`src/rtl/alu_definitions.sv`:
```
// ALU operation classes, status flag type and RV32I R-type encoding constants.
package alu_definitions;

  typedef enum logic [1:0] {
    TYPE_R     = 2'd0,
    TYPE_I     = 2'd1,
    TYPE_LOAD  = 2'd2,
    TYPE_STORE = 2'd3
  } aluOp_t;

  typedef logic flag_t;

  localparam logic [6:0] OPCODE_R = 7'b0110011;
  localparam logic [6:0] F7_BASE  = 7'h00;
  localparam logic [6:0] F7_ALT   = 7'h20;

endpackage

```
`src/rtl/definitions.sv`:
```
// Sequencer state encoding.
package definitions;

  typedef enum logic [2:0] {
    IDLE      = 3'd0,
    DECODE    = 3'd1,
    EXECUTE   = 3'd2,
    WRITEBACK = 3'd3,
    REJECT    = 3'd4
  } seqState_t;

endpackage

```
`src/rtl/reg_names.sv`:
```
// Register-file naming shared by the datapath blocks.
package reg_names;

  typedef logic [4:0] regName_t;

  localparam regName_t X0 = 5'd0;

endpackage

```
`src/rtl/rtype_legal_check.sv`:
```
// Combinational legality check for an RV32I R-type word: opcode plus the
// funct7/funct3 pairs the ALU implements (funct7 alternate only for sub/sra).
module rtype_legal_check
  import alu_definitions::*;
(
  input  logic [31:0] instr,
  output logic        legal
);

  logic [6:0] opcode_s;
  logic [6:0] funct7_s;
  logic [2:0] funct3_s;
  logic       unused_s;

  assign opcode_s = instr[6:0];
  assign funct7_s = instr[31:25];
  assign funct3_s = instr[14:12];
  assign unused_s = ^{instr[24:15], instr[11:7]};

  // Legal only when every encoding field belongs to the supported set.
  always_comb begin
    legal = 1'b0;
    if (opcode_s == OPCODE_R) begin
      if (funct7_s == F7_BASE) begin
        legal = 1'b1;
      end else if (funct7_s == F7_ALT) begin
        legal = (funct3_s == 3'd0) || (funct3_s == 3'd5);
      end else begin
        legal = 1'b0;
      end
    end else begin
      legal = 1'b0;
    end
  end

endmodule

```
`src/rtl/rtype_sequencer.sv`:
```
// Multi-cycle R-type sequencer: accepts one instruction per handshake and steps
// the register file / ALU through decode, execute and write-back.
module rtype_sequencer
  import definitions::*;
  import alu_definitions::*;
  import reg_names::*;
#(
  parameter int COUNT_WIDTH = 16
) (
  input  logic                   clk,
  input  logic                   rstN,
  input  logic                   instr_valid,
  input  logic [31:0]            instr,
  output logic                   instr_ready,
  output regName_t               rs1,
  output regName_t               rs2,
  output regName_t               rd,
  output logic                   wen,
  output aluOp_t                 aluOp,
  output logic [6:0]             funct7,
  output logic [2:0]             funct3,
  input  flag_t                  error_in,
  output logic                   done,
  output logic                   illegal,
  output logic [COUNT_WIDTH-1:0] retired_count
);

  seqState_t              state_r;
  seqState_t              state_next_s;
  logic                   legal_s;
  logic                   accept_s;
  regName_t               rs1_r;
  regName_t               rs2_r;
  regName_t               rd_r;
  logic [6:0]             funct7_r;
  logic [2:0]             funct3_r;
  logic [COUNT_WIDTH-1:0] count_r;

  rtype_legal_check u_legal_check (
    .instr (instr),
    .legal (legal_s)
  );

  assign accept_s = instr_valid && (state_r == IDLE);

  // State register.
  always_ff @(posedge clk or negedge rstN) begin
    if (!rstN) begin
      state_r <= IDLE;
    end else begin
      state_r <= state_next_s;
    end
  end

  // Next-state logic.
  always_comb begin
    state_next_s = state_r;
    case (state_r)
      IDLE: begin
        if (accept_s) begin
          state_next_s = legal_s ? DECODE : REJECT;
        end else begin
          state_next_s = IDLE;
        end
      end
      DECODE:    state_next_s = EXECUTE;
      EXECUTE: begin
        if (error_in) begin
          state_next_s = REJECT;
        end else begin
          state_next_s = WRITEBACK;
        end
      end
      WRITEBACK: state_next_s = IDLE;
      REJECT:    state_next_s = IDLE;
      default:   state_next_s = IDLE;
    endcase
  end

  // Instruction fields are only replaced by a legal word; rejected words leave them as they were.
  always_ff @(posedge clk or negedge rstN) begin
    if (!rstN) begin
      rs1_r    <= X0;
      rs2_r    <= X0;
      rd_r     <= X0;
      funct7_r <= 7'd0;
      funct3_r <= 3'd0;
    end else if (accept_s && legal_s) begin
      rs1_r    <= instr[19:15];
      rs2_r    <= instr[24:20];
      rd_r     <= instr[11:7];
      funct7_r <= instr[31:25];
      funct3_r <= instr[14:12];
    end
  end

  // Retired-instruction counter, free-running wrap.
  always_ff @(posedge clk or negedge rstN) begin
    if (!rstN) begin
      count_r <= {COUNT_WIDTH{1'b0}};
    end else if (state_r == WRITEBACK) begin
      count_r <= count_r + {{(COUNT_WIDTH-1){1'b0}}, 1'b1};
    end
  end

  // Moore output decode; wen falls with reset because the state register does.
  always_comb begin
    instr_ready = 1'b0;
    wen         = 1'b0;
    done        = 1'b0;
    illegal     = 1'b0;
    case (state_r)
      IDLE:      instr_ready = 1'b1;
      DECODE:    wen = 1'b0;
      EXECUTE:   wen = 1'b0;
      WRITEBACK: begin
        wen  = (rd_r != X0);
        done = 1'b1;
      end
      REJECT:    illegal = 1'b1;
      default:   instr_ready = 1'b0;
    endcase
  end

  assign rs1           = rs1_r;
  assign rs2           = rs2_r;
  assign rd            = rd_r;
  assign funct7        = funct7_r;
  assign funct3        = funct3_r;
  assign aluOp         = TYPE_R;
  assign retired_count = count_r;

endmodule

```
`config.mk`:
```
export PLATFORM = sky130hd
export DESIGN_NAME = rtype_sequencer
export DESIGN_NICKNAME = d
export VERILOG_FILES = /design/src/rtl/alu_definitions.sv /design/src/rtl/definitions.sv /design/src/rtl/reg_names.sv /design/src/rtl/rtype_legal_check.sv /design/src/rtl/rtype_sequencer.sv
export SDC_FILE = /design/constraint.sdc
export NUM_CORES = 1
export LEC_CHECK = 0
export ABC_CLOCK_PERIOD_IN_PS = 4550
export BUFFER_PORTS_ARGS = -buffer_cell sky130_fd_sc_hd__buf_2
export CAP_MARGIN = 20
export CORE_ASPECT_RATIO = 1.75
export CORE_MARGIN = 2
export CORE_UTILIZATION = 46
export DETAILED_ROUTE_END_ITERATION = 7
export PLACE_DENSITY = 0.78
export SLEW_MARGIN = 15
export SYNTH_ARGS = -nofsm -noshare
export SYNTH_HDL_FRONTEND = slang
export SYNTH_SLANG_ARGS = --single-unit
export TNS_END_PERCENT = 100
```
`constraint.sdc`:
```
create_clock -name clk -period 4.55 [get_ports clk]
set_input_delay 0.2275 -clock clk [delete_from_list [all_inputs] [get_ports clk]]
set_output_delay 0.2275 -clock clk [all_outputs]
set_load 0.02 [all_outputs]
```
==> impl_metrics.toml, run 1 <==
[status]
run_status = "finished, final reports clean"

[route]
remaining_drc_errors = 0
detail_route.wl_per_cell_um = 13.4
first_pass_iters = 3
drtIter0Drc = 13
ant_nets = 0
post_drt_via_cell_ratio = 4.90
final_routed_wirelength_mm = 3.72
routed-via-count = 1357

[yosys]
syn_area_per_cell_um2 = 13.3
synth.largest_area_cell = "sky130_fd_sc_hd__dfrtp_1"
synth_cell_types = 35
netlist.area_leader.share = 0.570
post_synth_instance_area_mm2 = 0.00193
synth.yosys.seq_area_share = 0.570
synth_async_sr_flop_share = 1.00
ys_warn_count = 0
ys_dominant_reg_cell = "sky130_fd_sc_hd__dfrtp_1"
synth_cells = 145
ys_seq_elements = 44
top_post_synthesis_cells_by_area = "sky130_fd_sc_hd__dfrtp_1, sky130_fd_sc_hd__mux2_4, sky130_fd_sc_hd__xnor2_1, sky130_fd_sc_hd__mux2_2, sky130_fd_sc_hd__xor2_1"
synth_edf_count = 0

[worst_setup_path]
critPathSlowestCell = "sky130_fd_sc_hd__dfrtp_1"
critical_path.cell_chain = "nor3_1 -> and2_1 -> nand4_4 -> mux2_4"
crit_start = "state_r[0]"
worstPathBufferInverterCount = 0
r2r_setup_slack_ps = 2550
worst_path_maximum_fanout = 26
rr_startpoint = "state_r[0]"
timing.critical_path.required_ps = 4720
path_delay_family = "simple AND/OR/NAND/NOR gates"
cp_slowest_stage_delay_ps = 470
critical_path.endpoint_type = "register"
worst-endpoint-arrival_ps = 2170
timing.setup.critical_path_class = "reg2reg"
start_kind = "register"

[timing]
max_slew_margin = 0.374
finalCritPeriodShare = 0.440
worstMarginPinSlew_ps = 938
finalHoldViolCount = 0
whs_ps = 79.2
report.final.slew_viol_count = 0
maximum_clock_skew_at_final_layout_ps = 4.07
top_achievable_clock_speed_ghz = 0.500
tns_ps = 0
worst_slack_ps = 2550
unrepaired_setup_endpoints_after_global_routing = "no"
layout_min_cycle_time_ps = 2000
setup_viol = 0

[global_route]
grt_first_pass_wirelength_mm = 6.04
grt_pass1_vias = 1368
grtUsageTotal = 0.168
grt_start_max_net_pins = 45
globalRouteOverflowTotal = 0
initial_antenna_violation_count = 0

[finish]
layout_common_cells = "sky130_fd_sc_hd__buf_2, sky130_fd_sc_hd__dfrtp_1, sky130_fd_sc_hd__mux2_4, sky130_fd_sc_hd__xnor2_1, sky130_fd_sc_hd__nand2_1"
synthToLayoutAreaGrowth_pct = 27.3
layout.nets = 264
mostFrequentLayoutCell = "sky130_fd_sc_hd__buf_2"
n_antenna_cell = 0
drive_gt1_frac = 0.482

[power]
switchingPower_uw = 142
ir_worst_vdd_v = 0.000232
p_int_uw = 571
power.share.clock = 0.399
total_leakage_power_nw = 1.40
power_density_mw_per_mm2 = 290
power_switching_share = 0.200
seq_power_share = 0.551
p_comb_frac = 0.050

[clocking]
cts.path.max_buffers = 2
clkSinkCount = 44
clk_pin_slew_ps = 80
cts_htree_levels = 2
worst_skew_pair.late_latency_ps = 290
cts-buffers-inserted = 5
tritoncts = "built"
post-cts-setup-buffer-count = 0
cts.hold.buffers_added = 0
ctsResizeCount = 0
buffer_type_at_the_clock_tree_root = "sky130_fd_sc_hd__clkbuf_8"

[floorplanning]
dieHeight_um = 89.7
floorplan.die_area_mm2 = 0.00475
fp-row-count = 31
dieWidth_um = 53.0
core_region_area_mm2 = 0.00407
boundaryPins = 83
initial_utilization = 0.474

[placed_design]
finalWeightedCongestion = 0.738
place.detailed.hpwl_mm = 2.88
port-buffer-count = 80
preCtsSetupSlack_ps = 2370

[flow_run]
max-cap-violations = 0

[worst_hold_path]
min_path_type = "in2async"
==> stage by stage <==
| stage | cells | cell area [um2] | power, mW | util |
|---|---|---|---|---|
| finish | 277 | 2460 | 0.713 | 0.604 |
| global route | 277 | 2460 | 0.740 | 0.604 |
| CTS | 277 | 2460 | 0.726 | 0.604 |
| detailed placement | 269 | 2350 | 0.437 | 0.577 |
| global placement | 269 | 2350 | 0.437 | 0.577 |
| floorplan | 146 | 1940 | 0.412 | - |
==> cells by family (layout without fill, tap and decap cells) <==
| group | after synthesis | count (layout) | synth area share |
|---|---|---|---|
| multiplexers | 20 | 20 | 0.141 |
| AO/OA/AOI/OAI | 4 | 4 | 0.0136 |
| other | 1 | 2 | 0.00194 |
| buffers and inverters | 9 | 91 | 0.0298 |
| flip-flops | 44 | 44 | 0.570 |
| AND/OR/NAND/NOR | 50 | 50 | 0.165 |
| adder cells (fa/ha/maj) | 1 | 1 | 0.00648 |
| XOR/XNOR | 16 | 16 | 0.0725 |
==> worst paths after layout <==
kind	endpoint	depth (start not counted)
min in group clk	state_r[0]	2
max in group asynchronous	rd[0]	1
max reg2reg	rs1[2]	4
min reg2reg	retired_count[15]	1
min	retired_count[11]	1
max	rs1[2]	4
==> cell usage after synthesis, drive strengths merged, types with 2 or more instances <==
library cell / count
and4: 2
nor3b: 2
mux2: 19
nor3: 2
buf: 5
dfrtp: 44
inv: 3
nand4: 4
xnor2: 10
nand2: 9
nor2: 7
and2: 7
nor4: 5
nand3: 5
xor2: 6
==> per-layer routing <==
layer,GRT usage,vias to the layer above,part of all wire
met4,0.0513,0,0.014
met2,0.295,52,0.53
met1,0.194,640,0.40
met5,0,-,0
li1,-,659,-
met3,0.0382,6,0.055
==> cell type report <==
type / instances / area (um2)
Fill cell: 352 / 1610
Sequential cell: 44 / 1100
Multi-Input combinational cell: 93 / 777
Timing Repair Buffer: 80 / 400
Clock buffer: 6 / 72.6
Tap cell: 49 / 61.3
Clock inverter: 2 / 35.0
Inverter: 3 / 11.3
==> power by group through the flow <==
stage	combinational [mW]	sequential, mW	clock, mW
after floorplan	0.0112	0.401	0
after global placement	0.0357	0.401	0
after detailed placement	0.0366	0.401	0
after CTS	0.0368	0.393	0.296
after global routing	0.0400	0.393	0.307
final	0.0357	0.393	0.284
==> flip-flops by register name (all words and copies together), names as in the netlist <==
signal and count:
rd 5, funct7 7, retired_count 16, funct3 3, rs2 5, rs1 5, state_r 3
Power figures use the tool's default switching activity.
==> run 2: changes to the inputs <==
Settings changed: ABC_CLOCK_PERIOD_IN_PS 4550 to 1600, CORE_UTILIZATION 46 to 42, PLACE_DENSITY 0.78 to 0.75.
Clock period 4.55 ns to 1.6 ns, I/O delays scaled along.
==> run 2 against run 1 <==
  * Flip-flop and latch count stayed put
  * Final area rose by 10%
  * First-iteration DRC count rose to 3.7 times the previous value
  * Non-clock buffer count increased by 19
==> impl_metrics.toml, run 2 (synthesized netlist as in run 1, its figures left out) <==
[worst_hold_path]
min_delay_path_depth = 2
min_path_type = "in2reg"
min_from = "instr[22]"
capture_endpoint_of_the_worst_hold_path = "rs2[2]"

[timing]
max_slew_margin = 0.664
finalCritPeriodShare = 0.953
layout_min_cycle_time_ps = 1520
worst_slack_ps = 75.3
whs_ps = 10.8
maximum_clock_skew_at_final_layout_ps = 5.29
worstMarginPinSlew_ps = 504
unrepaired_setup_endpoints_after_global_routing = "no"
finalHoldViolCount = 0
tns_ps = 0
top_achievable_clock_speed_ghz = 0.656
report.final.slew_viol_count = 0
setup_viol = 0

[placed_design]
port-buffer-count = 80
finalWeightedCongestion = 0.795
preCtsSetupSlack_ps = -116
place.detailed.hpwl_mm = 3.03
postPlaceCellArea_mm2 = 0.00250
dp_cells = 284

[worst_setup_path]
timing.critical_path.required_ps = 1780
r2r_setup_slack_ps = 80
r2r_cells = 5
cp_slowest_stage_delay_ps = 470
worst_path_maximum_fanout = 26
critical_path.cell_chain = "nor3_4 -> and2_4 -> nand4_4 -> buf_12 -> mux2_4"
worst-endpoint-arrival_ps = 1710
critical_path.endpoint_type = "register"
start_kind = "register"
timing.setup.critical_path_class = "reg2reg"
r2r_end = "rs1[3]"
rr_startpoint = "state_r[1]"
critPathSlowestCell = "sky130_fd_sc_hd__dfrtp_2"

[floorplanning]
dieWidth_um = 55.3
core_region_area_mm2 = 0.00440
fp-row-count = 32
dieHeight_um = 93.7
floorplan.die_area_mm2 = 0.00518
initial_utilization = 0.439
boundaryPins = 83

[global_route]
grt_start_max_net_pins = 27
grtUsageTotal = 0.163
globalRouteOverflowTotal = 0
grt_pass1_vias = 1429
initial_antenna_violation_count = 0
grt_first_pass_wirelength_mm = 6.52

[finish]
layout.nets = 283
fillerInstances = 383
cell_area_after_layout_mm2 = 0.00271
n_antenna_cell = 0
drive_gt1_frac = 0.530
seqCellArea_mm2 = 0.00110
instances_no_fill = 298
largest_reg_flops = 16
layout_common_cells = "sky130_fd_sc_hd__buf_2, sky130_fd_sc_hd__dfrtp_1, sky130_fd_sc_hd__mux2_4, sky130_fd_sc_hd__buf_4, sky130_fd_sc_hd__xnor2_1"
mostFrequentLayoutCell = "sky130_fd_sc_hd__buf_2"
combined_area_of_the_multi_input_logic_cells_um2 = 836
synthToLayoutAreaGrowth_pct = 40.0
fin_util = 0.614

[clocking]
clkSinkCount = 44
clk_pin_slew_ps = 80
post-cts-setup-buffer-count = 0
cts-buffers-inserted = 5
worst_skew_pair.late_latency_ps = 290
cts.path.max_buffers = 2
tritoncts = "built"
buffer_type_at_the_clock_tree_root = "sky130_fd_sc_hd__clkbuf_8"
cts_htree_levels = 2

[route]
first_pass_iters = 4
ant_nets = 0
detail_route.wl_per_cell_um = 13.7
final_routed_wirelength_mm = 4.08
drtIter0Drc = 48
remaining_drc_errors = 0
routed-via-count = 1463
post_drt_via_cell_ratio = 4.91

[flow_run]
max-cap-violations = 0

[power]
ir_worst_vdd_v = 0.000745
power_density_mw_per_mm2 = 765
post-layout-total-power_mw = 2.07
total_leakage_power_nw = 1.54

[status]
run_status = "finished, final reports clean"
[run 2: critical path, delay by kind of cell, from the launching register on]
| kind | cells | cell delay (ps) |
|---|---|---|
| buffers and inverters | 1 | 190 |
| flip-flops | 1 | 470 |
| multiplexers | 1 | 310 |
| AND/OR/NAND/NOR | 3 | 440 |
[run 2: cell type report]
cell class,count,share of cell area
Sequential cell,44,0.408
Multi-Input combinational cell,93,0.309
Timing Repair Buffer,99,0.216
Clock buffer,6,0.0268
Tap cell,51,0.0236
Clock inverter,2,0.0130
Inverter,3,0.00416
[run 2: timing repair]
item,CTS,global route
cloned,0,0
hold buffers,1,5
pin swaps,0,1
setup endpoints to repair,2,10
endpoints found under the hold margin,20,5
resized for setup,2,5
[run 2: power by group]
group / switching [mW] / internal [mW] / total, mW
Sequential: 0.00453 / 1.11 / 1.12
Combinational: 0.0595 / 0.0668 / 0.126
Clock: 0.360 / 0.463 / 0.823
Total: 0.424 / 1.64 / 2.07
[run 2: how the worst max path moves through the flow]
stage	from	to	slack, ps	depth (start not counted)
after CTS	state_r[2]	retired_count[13]	20	4
final	state_r[1]	rs1[3]	80	5
after global placement	instr[26]	rs1[4]	-90	6
after floorplan	state_r[1]	funct3[2]	-80	5
after detailed placement	instr[26]	rs1[3]	-120	6
after global routing	state_r[1]	rs1[3]	5	5
[run 2: metal layers]
metal  wire length, um  global-route usage  vias to the layer above
met2              2270               0.281                       47
li1                  -                   -                      697
met1              1500               0.187                      712
met4                91              0.0752                        0
met3               211              0.0413                        7
met5                 0                   0                        -
==> run 3: changes to the inputs <==
Settings changed: BUFFER_PORTS_ARGS -buffer_cell sky130_fd_sc_hd__buf_2 to -buffer_cell sky130_fd_sc_hd__clkbuf_2, PLACE_DENSITY 0.75 to default, PLACE_DENSITY_LB_ADDON from default to 0.2.
==> run 3 against run 2 <==
  * Final area barely moved
  * Die area did not move
  * Sequential power about the same
  * Largest power group unchanged
  * Final cell count increased by 0.67%
==> impl_metrics.toml, run 3 (synthesized netlist as in run 1, its figures left out) <==
[status]
run_status = "finished, final reports clean"

[worst_setup_path]
timing.critical_path.required_ps = 1790
worst-endpoint-arrival_ps = 1700
worst_path_maximum_fanout = 26
timing.setup.critical_path_class = "reg2reg"
start_kind = "register"
critical_path.endpoint_type = "register"

[finish]
mostFrequentLayoutCell = "sky130_fd_sc_hd__clkbuf_2"
layout_common_cells = "sky130_fd_sc_hd__clkbuf_2, sky130_fd_sc_hd__dfrtp_1, sky130_fd_sc_hd__buf_4, sky130_fd_sc_hd__mux2_4, sky130_fd_sc_hd__xnor2_1"
fillerInstances = 378
instances_no_fill = 300
layout.nets = 285
drive_gt1_frac = 0.542
n_antenna_cell = 0
fin_util = 0.615
cell_area_after_layout_mm2 = 0.00271
largest_reg_flops = 16
synthToLayoutAreaGrowth_pct = 40.2

[placed_design]
port-buffer-count = 80
finalWeightedCongestion = 0.744
dp_cells = 286
postPlaceCellArea_mm2 = 0.00250
preCtsSetupSlack_ps = -87.4
place.detailed.hpwl_mm = 3.19

[timing]
setup_viol = 0
worst_slack_ps = 84.2
finalHoldViolCount = 0
maximum_clock_skew_at_final_layout_ps = 4.64
max_slew_margin = 0.571
top_achievable_clock_speed_ghz = 0.660
layout_min_cycle_time_ps = 1520
worstMarginPinSlew_ps = 643
unrepaired_setup_endpoints_after_global_routing = "no"
report.final.slew_viol_count = 0
finalCritPeriodShare = 0.947

[power]
power_density_mw_per_mm2 = 778
ir_worst_vdd_v = 0.000660
total_leakage_power_nw = 1.49

[route]
post_drt_via_cell_ratio = 4.96
detail_route.wl_per_cell_um = 14.1
first_pass_iters = 4
drtIter0Drc = 31
ant_nets = 0
remaining_drc_errors = 0
final_routed_wirelength_mm = 4.23
routed-via-count = 1489

[clocking]
buffer_type_at_the_clock_tree_root = "sky130_fd_sc_hd__clkbuf_8"
cts_htree_levels = 2
cts-buffers-inserted = 5
cts.path.max_buffers = 2
clk_pin_slew_ps = 80
worst_skew_pair.late_latency_ps = 300
tritoncts = "built"
clkSinkCount = 44

[flow_run]
max-cap-violations = 0

[floorplanning]
fp-row-count = 32
initial_utilization = 0.439
dieHeight_um = 93.7
floorplan.die_area_mm2 = 0.00518
core_region_area_mm2 = 0.00440
dieWidth_um = 55.3
boundaryPins = 83

[global_route]
grtUsageTotal = 0.164
globalRouteOverflowTotal = 0
grt_start_max_net_pins = 27
initial_antenna_violation_count = 0
grt_first_pass_wirelength_mm = 6.58
grt_pass1_vias = 1426

[worst_hold_path]
min_path_type = "in2reg"
## run 3: routing by layer
metal  global-route usage  vias up  share of wire
met5                    0        -              0
met4               0.0549        0          0.011
met3               0.0358        6          0.044
met2                0.300       54           0.56
met1                0.186      730           0.38
li1                     -      699              -
## run 3: worst max-delay path, cell delays in order, from the launching register on
cell                      delay, ps
sky130_fd_sc_hd__dfrtp_2        470
sky130_fd_sc_hd__nor3_4         180
sky130_fd_sc_hd__and2_4         180
sky130_fd_sc_hd__nand4_4         80
sky130_fd_sc_hd__buf_12         190
sky130_fd_sc_hd__mux2_4         300
## run 3: final cells by class
| cell class | instances | area, um2 | area share |
|---|---|---|---|
| Clock buffer | 5 | 68.8 | 0.0254 |
| Tap cell | 51 | 63.8 | 0.0236 |
| Clock inverter | 3 | 46.3 | 0.0171 |
| Sequential cell | 44 | 1100 | 0.408 |
| Timing Repair Buffer | 101 | 586 | 0.216 |
| Inverter | 3 | 11.3 | 0.00416 |
| Multi-Input combinational cell | 93 | 827 | 0.305 |
## run 3: stage by stage
stage                     hold slack (ps)  TNS (ps)  power (mW)
after floorplan                      -216     -1040        1.18
after global placement                129     -1270        1.26
after detailed placement              129     -1420        1.26
after CTS                            1.47         0        2.12
after global routing                0.491         0        2.20
final                                7.76         0        2.11
## run 3: worst paths after layout
kind                                        start                end  slack [ps]  cells after the start
worst max-delay path                   state_r[1]             rs1[2]          80                      5
worst min-delay path                    instr[15]             rs1[0]           8                      2
worst max register to register         state_r[1]             rs1[2]          80                      5
worst min register to register  retired_count[15]  retired_count[15]         480                      1
max in group asynchronous                    rstN              rd[0]         660                      3
min in group asynchronous                    rstN  retired_count[14]         330                      2
## run 3: timing repair
| action | 4_1_cts | 5_1_grt |
|---|---|---|
| pin swaps | 0 | 0 |
| hold buffers | 1 | 5 |
| resized for setup | 1 | 6 |
| setup endpoints to repair | 1 | 3 |
| buffers inserted | 0 | 0 |
| hold endpoints to repair | 23 | 5 |
## run 3: power by group
group | switching (mW) | internal, mW
logic | 0.0600 | 0.0652
clock network | 0.391 | 0.470
registers | 0.00488 | 1.11
